--- src/rtl/axil_cmd_seq.sv ---
// axil_cmd_seq: command-driven AXI-lite master that scripts WRITE / READ / POLL
// accesses into the i2c_master_axil register space, one transaction at a time,
// with exactly one response per command.
// Optional feature macro: AXIL_SEQ_POLL_TIMEOUT_EN (bounds POLL to POLL_MAX reads).
module axil_cmd_seq #(
   parameter int unsigned ADDR_WIDTH = 4,
   parameter int unsigned POLL_GAP   = 16,
   parameter int unsigned POLL_MAX   = 1024
) (
   input  logic                  clk,
   input  logic                  rst_n,
   input  logic                  cmd_valid,
   output logic                  cmd_ready,
   input  logic [1:0]            cmd_op,
   input  logic [ADDR_WIDTH-1:0] cmd_addr,
   input  logic [31:0]           cmd_data,
   input  logic [31:0]           cmd_mask,
   output logic                  rsp_valid,
   input  logic                  rsp_ready,
   output logic [31:0]           rsp_data,
   output logic                  rsp_err,
   output logic                  rsp_timeout,
   output logic                  busy,
   output logic [ADDR_WIDTH-1:0] m_axil_awaddr,
   output logic [2:0]            m_axil_awprot,
   output logic                  m_axil_awvalid,
   input  logic                  m_axil_awready,
   output logic [31:0]           m_axil_wdata,
   output logic [3:0]            m_axil_wstrb,
   output logic                  m_axil_wvalid,
   input  logic                  m_axil_wready,
   input  logic [1:0]            m_axil_bresp,
   input  logic                  m_axil_bvalid,
   output logic                  m_axil_bready,
   output logic [ADDR_WIDTH-1:0] m_axil_araddr,
   output logic [2:0]            m_axil_arprot,
   output logic                  m_axil_arvalid,
   input  logic                  m_axil_arready,
   input  logic [31:0]           m_axil_rdata,
   input  logic [1:0]            m_axil_rresp,
   input  logic                  m_axil_rvalid,
   output logic                  m_axil_rready
);

   localparam logic [2:0] S_IDLE     = 3'd0;
   localparam logic [2:0] S_WR_REQ   = 3'd1;
   localparam logic [2:0] S_WR_RESP  = 3'd2;
   localparam logic [2:0] S_RD_REQ   = 3'd3;
   localparam logic [2:0] S_RD_RESP  = 3'd4;
   localparam logic [2:0] S_GAP_WAIT = 3'd5;
   localparam logic [2:0] S_RSP      = 3'd6;

   localparam logic [1:0]  OP_WRITE = 2'd0;
   localparam logic [1:0]  OP_READ  = 2'd1;
   localparam logic [1:0]  OP_POLL  = 2'd2;
   localparam logic [15:0] GAP_LAST = 16'(POLL_GAP - 1);

   logic [2:0]            r_state,     w_state_nxt;
   logic                  r_cmd_ready, w_cmd_ready_nxt;
   logic                  r_busy,      w_busy_nxt;
   logic                  r_rsp_valid, w_rsp_valid_nxt;
   logic [31:0]           r_rsp_data,  w_rsp_data_nxt;
   logic                  r_rsp_err,   w_rsp_err_nxt;
   logic                  r_awvalid,   w_awvalid_nxt;
   logic                  r_wvalid,    w_wvalid_nxt;
   logic                  r_bready,    w_bready_nxt;
   logic                  r_arvalid,   w_arvalid_nxt;
   logic                  r_rready,    w_rready_nxt;
   logic [ADDR_WIDTH-1:0] r_awaddr,    w_awaddr_nxt;
   logic [ADDR_WIDTH-1:0] r_araddr,    w_araddr_nxt;
   logic [31:0]           r_wdata,     w_wdata_nxt;
   logic                  r_is_poll,   w_is_poll_nxt;
   logic [31:0]           r_cmp_data,  w_cmp_data_nxt;
   logic [31:0]           r_cmp_mask,  w_cmp_mask_nxt;
   logic [15:0]           r_gap_cnt,   w_gap_cnt_nxt;
   logic                  w_match;
`ifdef AXIL_SEQ_POLL_TIMEOUT_EN
   localparam logic [15:0] POLL_LAST = 16'(POLL_MAX - 1);
   logic                  r_rsp_timeout, w_rsp_timeout_nxt;
   logic [15:0]           r_poll_cnt,    w_poll_cnt_nxt;
`else
   logic                  w_unused_poll_max;
   assign w_unused_poll_max = ^32'(POLL_MAX);
`endif

   // Masked compare of the returned read data against the POLL target
   assign w_match = ((m_axil_rdata ^ r_cmp_data) & r_cmp_mask) == 32'd0;

   // Next-state and next-output decode
   always_comb begin
      w_state_nxt     = r_state;
      w_rsp_valid_nxt = r_rsp_valid;
      w_rsp_data_nxt  = r_rsp_data;
      w_rsp_err_nxt   = r_rsp_err;
      w_awvalid_nxt   = r_awvalid;
      w_wvalid_nxt    = r_wvalid;
      w_bready_nxt    = r_bready;
      w_arvalid_nxt   = r_arvalid;
      w_rready_nxt    = r_rready;
      w_awaddr_nxt    = r_awaddr;
      w_araddr_nxt    = r_araddr;
      w_wdata_nxt     = r_wdata;
      w_is_poll_nxt   = r_is_poll;
      w_cmp_data_nxt  = r_cmp_data;
      w_cmp_mask_nxt  = r_cmp_mask;
      w_gap_cnt_nxt   = r_gap_cnt;
`ifdef AXIL_SEQ_POLL_TIMEOUT_EN
      w_rsp_timeout_nxt = r_rsp_timeout;
      w_poll_cnt_nxt    = r_poll_cnt;
`endif
      case (r_state)
         S_IDLE: begin
            if (cmd_valid && r_cmd_ready) begin
               w_is_poll_nxt  = (cmd_op == OP_POLL);
               w_cmp_data_nxt = cmd_data;
               w_cmp_mask_nxt = cmd_mask;
               w_rsp_err_nxt  = 1'b0;
               w_rsp_data_nxt = 32'd0;
`ifdef AXIL_SEQ_POLL_TIMEOUT_EN
               w_rsp_timeout_nxt = 1'b0;
               w_poll_cnt_nxt    = 16'd0;
`endif
               if (cmd_op == OP_WRITE) begin
                  w_awaddr_nxt  = cmd_addr;
                  w_wdata_nxt   = cmd_data;
                  w_awvalid_nxt = 1'b1;
                  w_wvalid_nxt  = 1'b1;
                  w_state_nxt   = S_WR_REQ;
               end else if (cmd_op == OP_READ || cmd_op == OP_POLL) begin
                  w_araddr_nxt  = cmd_addr;
                  w_arvalid_nxt = 1'b1;
                  w_state_nxt   = S_RD_REQ;
               end else begin
                  w_rsp_err_nxt   = 1'b1;
                  w_rsp_valid_nxt = 1'b1;
                  w_state_nxt     = S_RSP;
               end
            end
         end
         S_WR_REQ: begin
            if (r_awvalid && m_axil_awready) w_awvalid_nxt = 1'b0;
            if (r_wvalid && m_axil_wready)   w_wvalid_nxt  = 1'b0;
            if (!w_awvalid_nxt && !w_wvalid_nxt) begin
               w_bready_nxt = 1'b1;
               w_state_nxt  = S_WR_RESP;
            end
         end
         S_WR_RESP: begin
            if (m_axil_bvalid) begin
               w_bready_nxt    = 1'b0;
               w_rsp_data_nxt  = 32'd0;
               w_rsp_err_nxt   = (m_axil_bresp != 2'b00);
               w_rsp_valid_nxt = 1'b1;
               w_state_nxt     = S_RSP;
            end
         end
         S_RD_REQ: begin
            if (m_axil_arready) begin
               w_arvalid_nxt = 1'b0;
               w_rready_nxt  = 1'b1;
               w_state_nxt   = S_RD_RESP;
            end
         end
         S_RD_RESP: begin
            if (m_axil_rvalid) begin
               w_rready_nxt   = 1'b0;
               w_rsp_data_nxt = m_axil_rdata;
               if (!r_is_poll || m_axil_rresp != 2'b00) begin
                  w_rsp_err_nxt   = (m_axil_rresp != 2'b00);
                  w_rsp_valid_nxt = 1'b1;
                  w_state_nxt     = S_RSP;
               end else if (w_match) begin
                  w_rsp_valid_nxt = 1'b1;
                  w_state_nxt     = S_RSP;
               end else begin
                  w_gap_cnt_nxt = 16'd0;
                  w_state_nxt   = S_GAP_WAIT;
`ifdef AXIL_SEQ_POLL_TIMEOUT_EN
                  if (r_poll_cnt >= POLL_LAST) begin
                     w_rsp_err_nxt     = 1'b1;
                     w_rsp_timeout_nxt = 1'b1;
                     w_rsp_valid_nxt   = 1'b1;
                     w_state_nxt       = S_RSP;
                  end else if (r_poll_cnt != 16'hFFFF) begin
                     w_poll_cnt_nxt = r_poll_cnt + 16'd1;
                  end
`endif
               end
            end
         end
         S_GAP_WAIT: begin
            if (r_gap_cnt >= GAP_LAST) begin
               w_arvalid_nxt = 1'b1;
               w_state_nxt   = S_RD_REQ;
            end else begin
               w_gap_cnt_nxt = r_gap_cnt + 16'd1;
            end
         end
         S_RSP: begin
            if (rsp_ready) begin
               w_rsp_valid_nxt = 1'b0;
               w_state_nxt     = S_IDLE;
            end
         end
         default: w_state_nxt = S_IDLE;
      endcase
      w_cmd_ready_nxt = (w_state_nxt == S_IDLE);
      w_busy_nxt      = (w_state_nxt != S_IDLE);
   end

   // State and registered outputs; reset abandons any outstanding transaction
   always_ff @(posedge clk or negedge rst_n) begin
      if (!rst_n) begin
         r_state     <= S_IDLE;
         r_cmd_ready <= 1'b0;
         r_busy      <= 1'b0;
         r_rsp_valid <= 1'b0;
         r_rsp_data  <= 32'd0;
         r_rsp_err   <= 1'b0;
         r_awvalid   <= 1'b0;
         r_wvalid    <= 1'b0;
         r_bready    <= 1'b0;
         r_arvalid   <= 1'b0;
         r_rready    <= 1'b0;
         r_awaddr    <= '0;
         r_araddr    <= '0;
         r_wdata     <= 32'd0;
         r_is_poll   <= 1'b0;
         r_cmp_data  <= 32'd0;
         r_cmp_mask  <= 32'd0;
         r_gap_cnt   <= 16'd0;
`ifdef AXIL_SEQ_POLL_TIMEOUT_EN
         r_rsp_timeout <= 1'b0;
         r_poll_cnt    <= 16'd0;
`endif
      end else begin
         r_state     <= w_state_nxt;
         r_cmd_ready <= w_cmd_ready_nxt;
         r_busy      <= w_busy_nxt;
         r_rsp_valid <= w_rsp_valid_nxt;
         r_rsp_data  <= w_rsp_data_nxt;
         r_rsp_err   <= w_rsp_err_nxt;
         r_awvalid   <= w_awvalid_nxt;
         r_wvalid    <= w_wvalid_nxt;
         r_bready    <= w_bready_nxt;
         r_arvalid   <= w_arvalid_nxt;
         r_rready    <= w_rready_nxt;
         r_awaddr    <= w_awaddr_nxt;
         r_araddr    <= w_araddr_nxt;
         r_wdata     <= w_wdata_nxt;
         r_is_poll   <= w_is_poll_nxt;
         r_cmp_data  <= w_cmp_data_nxt;
         r_cmp_mask  <= w_cmp_mask_nxt;
         r_gap_cnt   <= w_gap_cnt_nxt;
`ifdef AXIL_SEQ_POLL_TIMEOUT_EN
         r_rsp_timeout <= w_rsp_timeout_nxt;
         r_poll_cnt    <= w_poll_cnt_nxt;
`endif
      end
   end

   assign cmd_ready      = r_cmd_ready;
   assign busy           = r_busy;
   assign rsp_valid      = r_rsp_valid;
   assign rsp_data       = r_rsp_data;
   assign rsp_err        = r_rsp_err;
`ifdef AXIL_SEQ_POLL_TIMEOUT_EN
   assign rsp_timeout    = r_rsp_timeout;
`else
   assign rsp_timeout    = 1'b0;
`endif
   assign m_axil_awaddr  = r_awaddr;
   assign m_axil_awprot  = 3'b000;
   assign m_axil_awvalid = r_awvalid;
   assign m_axil_wdata   = r_wdata;
   assign m_axil_wstrb   = 4'hF;
   assign m_axil_wvalid  = r_wvalid;
   assign m_axil_bready  = r_bready;
   assign m_axil_araddr  = r_araddr;
   assign m_axil_arprot  = 3'b000;
   assign m_axil_arvalid = r_arvalid;
   assign m_axil_rready  = r_rready;

endmodule

--- config.mk ---
export PLATFORM = sky130hd
export DESIGN_NAME = axil_cmd_seq
export DESIGN_NICKNAME = d
export VERILOG_FILES = /design/src/rtl/axil_cmd_seq.sv
export SDC_FILE = /design/constraint.sdc
export NUM_CORES = 1
export LEC_CHECK = 0
export BUFFER_PORTS_ARGS = -buffer_cell sky130_fd_sc_hd__buf_2
export CAP_MARGIN = 20
export CORE_MARGIN = 3
export CORE_UTILIZATION = 50
export CTS_CLUSTER_DIAMETER = 200
export CTS_CLUSTER_SIZE = 24
export DETAILED_ROUTE_END_ITERATION = 16
export GPL_TIMING_DRIVEN = 0
export PLACE_DENSITY = 0.78
export SYNTH_ARGS = -nofsm -noshare
export SYNTH_HDL_FRONTEND = slang
export SYNTH_SLANG_ARGS = --single-unit
--- constraint.sdc ---
create_clock -name clk -period 2.9 [get_ports clk]
set_input_delay 0 -clock clk [delete_from_list [all_inputs] [get_ports clk]]
set_output_delay 0 -clock clk [all_outputs]
set_load 0.01 [all_outputs]
# After elaboration in Yosys (flattened, before gate mapping)
# Cells that the tools add are included.
[op_classes] add_sub_neg=1 n_lt_le_gt_ge=1 n_eq_ne=24 muxes=57 n_bitwise=3 reduce_logical=34
[ops] cell="$mux 32" count=3
[ops] cell="$pmux 32 s3" count=1
[ops] cell="$mux 16" count=4
[ops] cell="$and 32x32->32" count=1
[ops] cell="$logic_not 32->1" count=1
[ops] cell="$pmux 16 s2" count=1
[ops] cell="$xor 32x32->32" count=1
[ops] cell="$ne 2x2->1 const B" count=15
[ops] cell="$mux 1" count=29
[ops] cell="$mux 3" count=9
[ops] cell="$pmux 3 s7" count=1
[ops] cell="$add 16x1->16 const B" count=1
[ops] cell="$ge 16x4->1 const B" count=1
[ops] cell="$reduce_and 3->1" count=4
[ops] cell="$reduce_bool 2->1" count=6
[ops] cell="$reduce_and 5->1" count=2
[ops] cell="$eq 3x3->1 const B" count=3
[ops] cell="$reduce_bool 3->1" count=3
[ops] cell="$pmux 1 s2" count=4
[ops] cell="$reduce_and 4->1" count=2
[ops] cell="$reduce_and 8->1" count=1
[ops] cell="$eq 3x2->1 const B" count=2
[ops] cell="$logic_not 3->1" count=2
[ops] cell="$pmux 1 s3" count=2
[ops] cell="14 further kinds" count=21
[word_totals] reg_bits=165

# Logic depth before layout (Yosys ltp)
[logic_depth] depth_word=8 mapped_depth=8

# Worst setup path after synthesis
# OpenSTA, ideal clock, no wires.
[synth_timing] path_kind="register to register" start="register r_cmp_data[22]" end="register r_gap_cnt[0]" setup_ns=0.080 arrival_time_ns=1.709 slack_ns=1.110 path_stages_with_launch=8 path_buffers=2 period_less_slack_ns=1.790 path_cell_list="dfrtp_1 > xor2_1 > a22oi_1 > nand4_1 > or4_1 > buf_6 > buf_12 > a31oi_4"
[synth_via] elab_chain_len=5
[synth_rtl] item="start, declared" line="73" rtl="logic [31:0] r_cmp_data, w_cmp_data_nxt;"
[synth_rtl] item="start signal, assigned" line="252" rtl="r_cmp_data <= w_cmp_data_nxt;"
[synth_rtl] item="$xor 32x32->32" line="87" rtl="assign w_match = ((m_axil_rdata ^ r_cmp_data) & r_cmp_mask) == 32'd0;"
[synth_rtl] item="$and 32x32->32" line="87"
[synth_rtl] item="$logic_not 32->1" line="87"
[synth_rtl] item="$ne 2x2->1 (no line)"
[synth_rtl] item="$reduce_and 5->1 (no line)"
[synth_rtl] item="end signal, assigned" line="254" rtl="r_gap_cnt <= w_gap_cnt_nxt;"
[synth_rtl] item="end, declared" line="75" rtl="logic [15:0] r_gap_cnt, w_gap_cnt_nxt;"
# No other way between the ends.
# A chain may end at the register's enable or synchronous reset.

# Worst setup path after layout
[layout_timing] start="register r_state[1]" end="register r_rsp_data[13], in the netlist rsp_data[13]"
[layout_via] elab_chain_len=3
[layout_rtl] item="start, declared" line="58" rtl="logic [2:0] r_state, w_state_nxt;"
[layout_rtl] item="start signal, assigned" line="237" rtl="r_state <= w_state_nxt;"
[layout_rtl] item="$eq 3x2->1 (tied with other cells)" line="111" rtl="case (r_state)"
[layout_rtl] item="$ne 2x2->1 (no line) / $reduce_bool 3->1 (equally long branches)"
[layout_rtl] item="$reduce_and 4->1 (no line)"
[layout_rtl] item="end signal, assigned" line="241" rtl="r_rsp_data <= w_rsp_data_nxt;"
[layout_rtl] item="end, declared" line="62" rtl="logic [31:0] r_rsp_data, w_rsp_data_nxt;"
# Parallel ways exist; a longest one is shown, timed or not.

==> impl_metrics.env <==
export IMPL_ff2ff_path_depth=5
export IMPL_clkSlewWorstSetupHoldPaths_ps=60
export IMPL_yosysTopAreaCell="dfrtp_1"
export IMPL_clockBufferDepth=2
export IMPL_via_per_inst=5.34
export IMPL_critical_path_class="register to register"
export IMPL_grt_antenna_before_repair=2
export IMPL_placedCellCount=1028
export IMPL_cp_data_arrival_time_ps=2890
export IMPL_overflow=0
export IMPL_synth_top_area_share_pct=58.3
export IMPL_worst_path_max_fanout=10
export IMPL_hold_viol=0
export IMPL_ys_ff_latch=165
export IMPL_initial_core_util_pct=52.2
export IMPL_fin_nets=1095
export IMPL_setup_viol=0
export IMPL_ios=207
export IMPL_grt_total_usage_pct=27.7
export IMPL_syn_area_sq_um=7080
export IMPL_ctsResizeCount=0
export IMPL_die_w_um=125
export IMPL_fmax_mhz=396
export IMPL_syn_inst=647
export IMPL_final_common_cell="nand2_1"
export IMPL_relSlewSlack_pct=32.7
export IMPL_fin_crit_ps=2530
export IMPL_p_leak_nw=5.25
export IMPL_n_fill_cell=903
export IMPL_dp_hpwl_mm=13.4
export IMPL_postCtsSetupBuffers=0
export IMPL_cts_buffers=17
export IMPL_layout_drive_gt1_share_pct=27.6
export IMPL_io_buffers=195
export IMPL_fin_crit_sh_pct=87.1
export IMPL_drt_pass1_iter_count=5
export IMPL_status="finished, final reports clean"
export IMPL_most_common_layout_cells="nand2_1, buf_2, dfrtp_1"
export IMPL_regArea_sq_um=4130
export IMPL_slew_viol_final=0
export IMPL_grt_pass1_vias=6395
export IMPL_fin_cells=1167
export IMPL_drcViolationCount=0
export IMPL_min_path_cells=5
export IMPL_hold_buffers=105
export IMPL_multi_input_area_sq_um=2720
export IMPL_start_kind="register"
export IMPL_dpl_instance_area_sq_um=8350
export IMPL_pre_cts_ws_ps=490
export IMPL_first_iter_violations=475
export IMPL_vias=6226
export IMPL_synthArstFlopShare_pct=100
export IMPL_cts_sinks=165
export IMPL_p_per_area_nw_per_um2=947
export IMPL_synth_area_leaders="dfrtp_1, nand2_1, mux2_1, a22o_1, xor2_1"
export IMPL_min_path_type="primary input to register"
export IMPL_synth_seq_area_share_pct=58.3
export IMPL_avgRoutedWirePerCell_um=18.3
export IMPL_cts_max_level=4
export IMPL_grt_pass1_wl_mm=34.0
export IMPL_final_setup_skew_ps=6.61
export IMPL_clockRootBuffer="clkbuf_16"
export IMPL_ys_flop_type="dfrtp_1"
export IMPL_end_kind="register"
export IMPL_coreArea_sq_um=13600
export IMPL_chipHeight_um=125
export IMPL_rsz0062_at_grt="false"
export IMPL_cp_required_ps=3260
export IMPL_peakVddDrop_uv=577
export IMPL_synth_cell_types=56
export IMPL_wl_mm=21.3
export IMPL_setup_ws_ps=373
export IMPL_ant_nets=0
export IMPL_worst_skew_pair_late_latency_ps=430
export IMPL_cap_violations=0
export IMPL_grt_max_degree=86
export IMPL_synth_enable_flop_cells=0
export IMPL_cts_tree="done"
export IMPL_avgSynthCellArea_sq_um=10.9
export IMPL_rows=42
export IMPL_worst_pin_slew_ps=1010
export IMPL_yosys_warnings=0
export IMPL_gp_congestion=0.887
export IMPL_syn_to_final_growth_pct=41.4
export IMPL_dieArea_sq_um=15600
export IMPL_final_area_sq_um=10000
-- per-layer routing --
metal / track usage (%) / wire (um)
met5: 0 / 0
met4: 9.69 / 681
met3: 7.97 / 1550
met2: 45.9 / 10500
met1: 34.9 / 8580
-- kinds of logic after synthesis --
group	count (synthesis)	share of synthesized area (%)
xor gates and xnor gates	35	4.33
buffers and inverters	50	3.71
AOI/OAI and AO/OA	99	11.3
and+or+nand+nor	250	14.8
adders and majority gates	4	0.707
muxes	42	6.66
other	2	0.106
DFF	165	58.3
-- cell usage after synthesis, types with 2 or more instances --
cell type,count
a21oi_1,10
xor2_1,32
inv_1,5
buf_4,11
nor2_1,9
buf_2,8
nor3_1,4
a21boi_1,7
mux2_2,11
nand2b_1,3
a21boi_2,5
buf_1,4
a22o_1,32
conb_1,2
mux2_1,30
dfrtp_1,165
nand4_1,6
nand2_1,205
xnor2_1,3
nor4_1,4
a21oi_2,4
o21a_1,2
nand3_1,7
a31oi_1,2
ha_1,4
o211ai_1,2
a22oi_1,17
clkbuf_1,20
o31ai_1,2
o21ai_0,5
-- final timing paths --
| path | startpoint | endpoint | slack (ps) |
|---|---|---|---|
| min in group asynchronous | rst_n | m_axil_bready$_DFFE_PN0P_ | 170 |
| worst min-delay path | m_axil_rresp[0] | r_state[1]$_DFF_PN0_ | 20 |
| max in group asynchronous | rst_n | m_axil_wdata[15]$_DFFE_PN0P_ | 1920 |
| worst max register to register | r_state[1]$_DFF_PN0_ | rsp_data[13]$_DFFE_PN0P_ | 370 |
| worst min register to register | r_cmp_mask[22]$_DFFE_PN0P_ | r_cmp_mask[22]$_DFFE_PN0P_ | 480 |
| worst max-delay path | r_state[1]$_DFF_PN0_ | rsp_data[13]$_DFFE_PN0P_ | 370 |
-- report_power, final --
part | switching, W | internal (W) | leakage, nW
registers | 0.000575 | 0.00323 | 2.13
logic | 0.00192 | 0.00144 | 2.82
clock network | 0.000905 | 0.00140 | 0.303
total | 0.00340 | 0.00607 | 5.25
-- area by class of cell --
| class | instances | share of cell area (%) |
|---|---|---|
| antenna | 2 | 0.0500 |
| buffer | 45 | 2.44 |
| clock buffer | 25 | 5.15 |
| clock inverter | 7 | 0.925 |
| inverter | 5 | 0.188 |
| multi-input combinational | 441 | 27.2 |
| sequential | 165 | 41.3 |
| tap | 176 | 2.20 |
| timing repair buffer | 301 | 20.6 |
-- through the flow --
step                setup TNS (ps)  hold slack, ps  utilization, %  power, W
floorplan                        0            -296               -   0.00570
global placement           -109820             190            61.3   0.00686
detailed placement               0            27.2            61.6   0.00696
CTS                              0           0.757            73.8   0.00939
global route                     0            27.9            73.8    0.0100
finish                           0            15.3            73.8   0.00948
-- critical path, cell delays in order, from the launching register on --
cell and delay [ps]:
dfrtp_1 360, buf_2 170, buf_1 230, nor3b_1 860, clkbuf_1 570, a22o_1 270
-- sequential cells by signal (all words and copies together), names as in the netlist, 3 cells and up --
name	count
r_cmp_data	32
m_axil_awaddr	4
m_axil_araddr	4
r_gap_cnt	16
r_state	3
m_axil_wdata	32
rsp_data	32
r_cmp_mask	32
No activity file was read; power rests on OpenSTA's default activity.
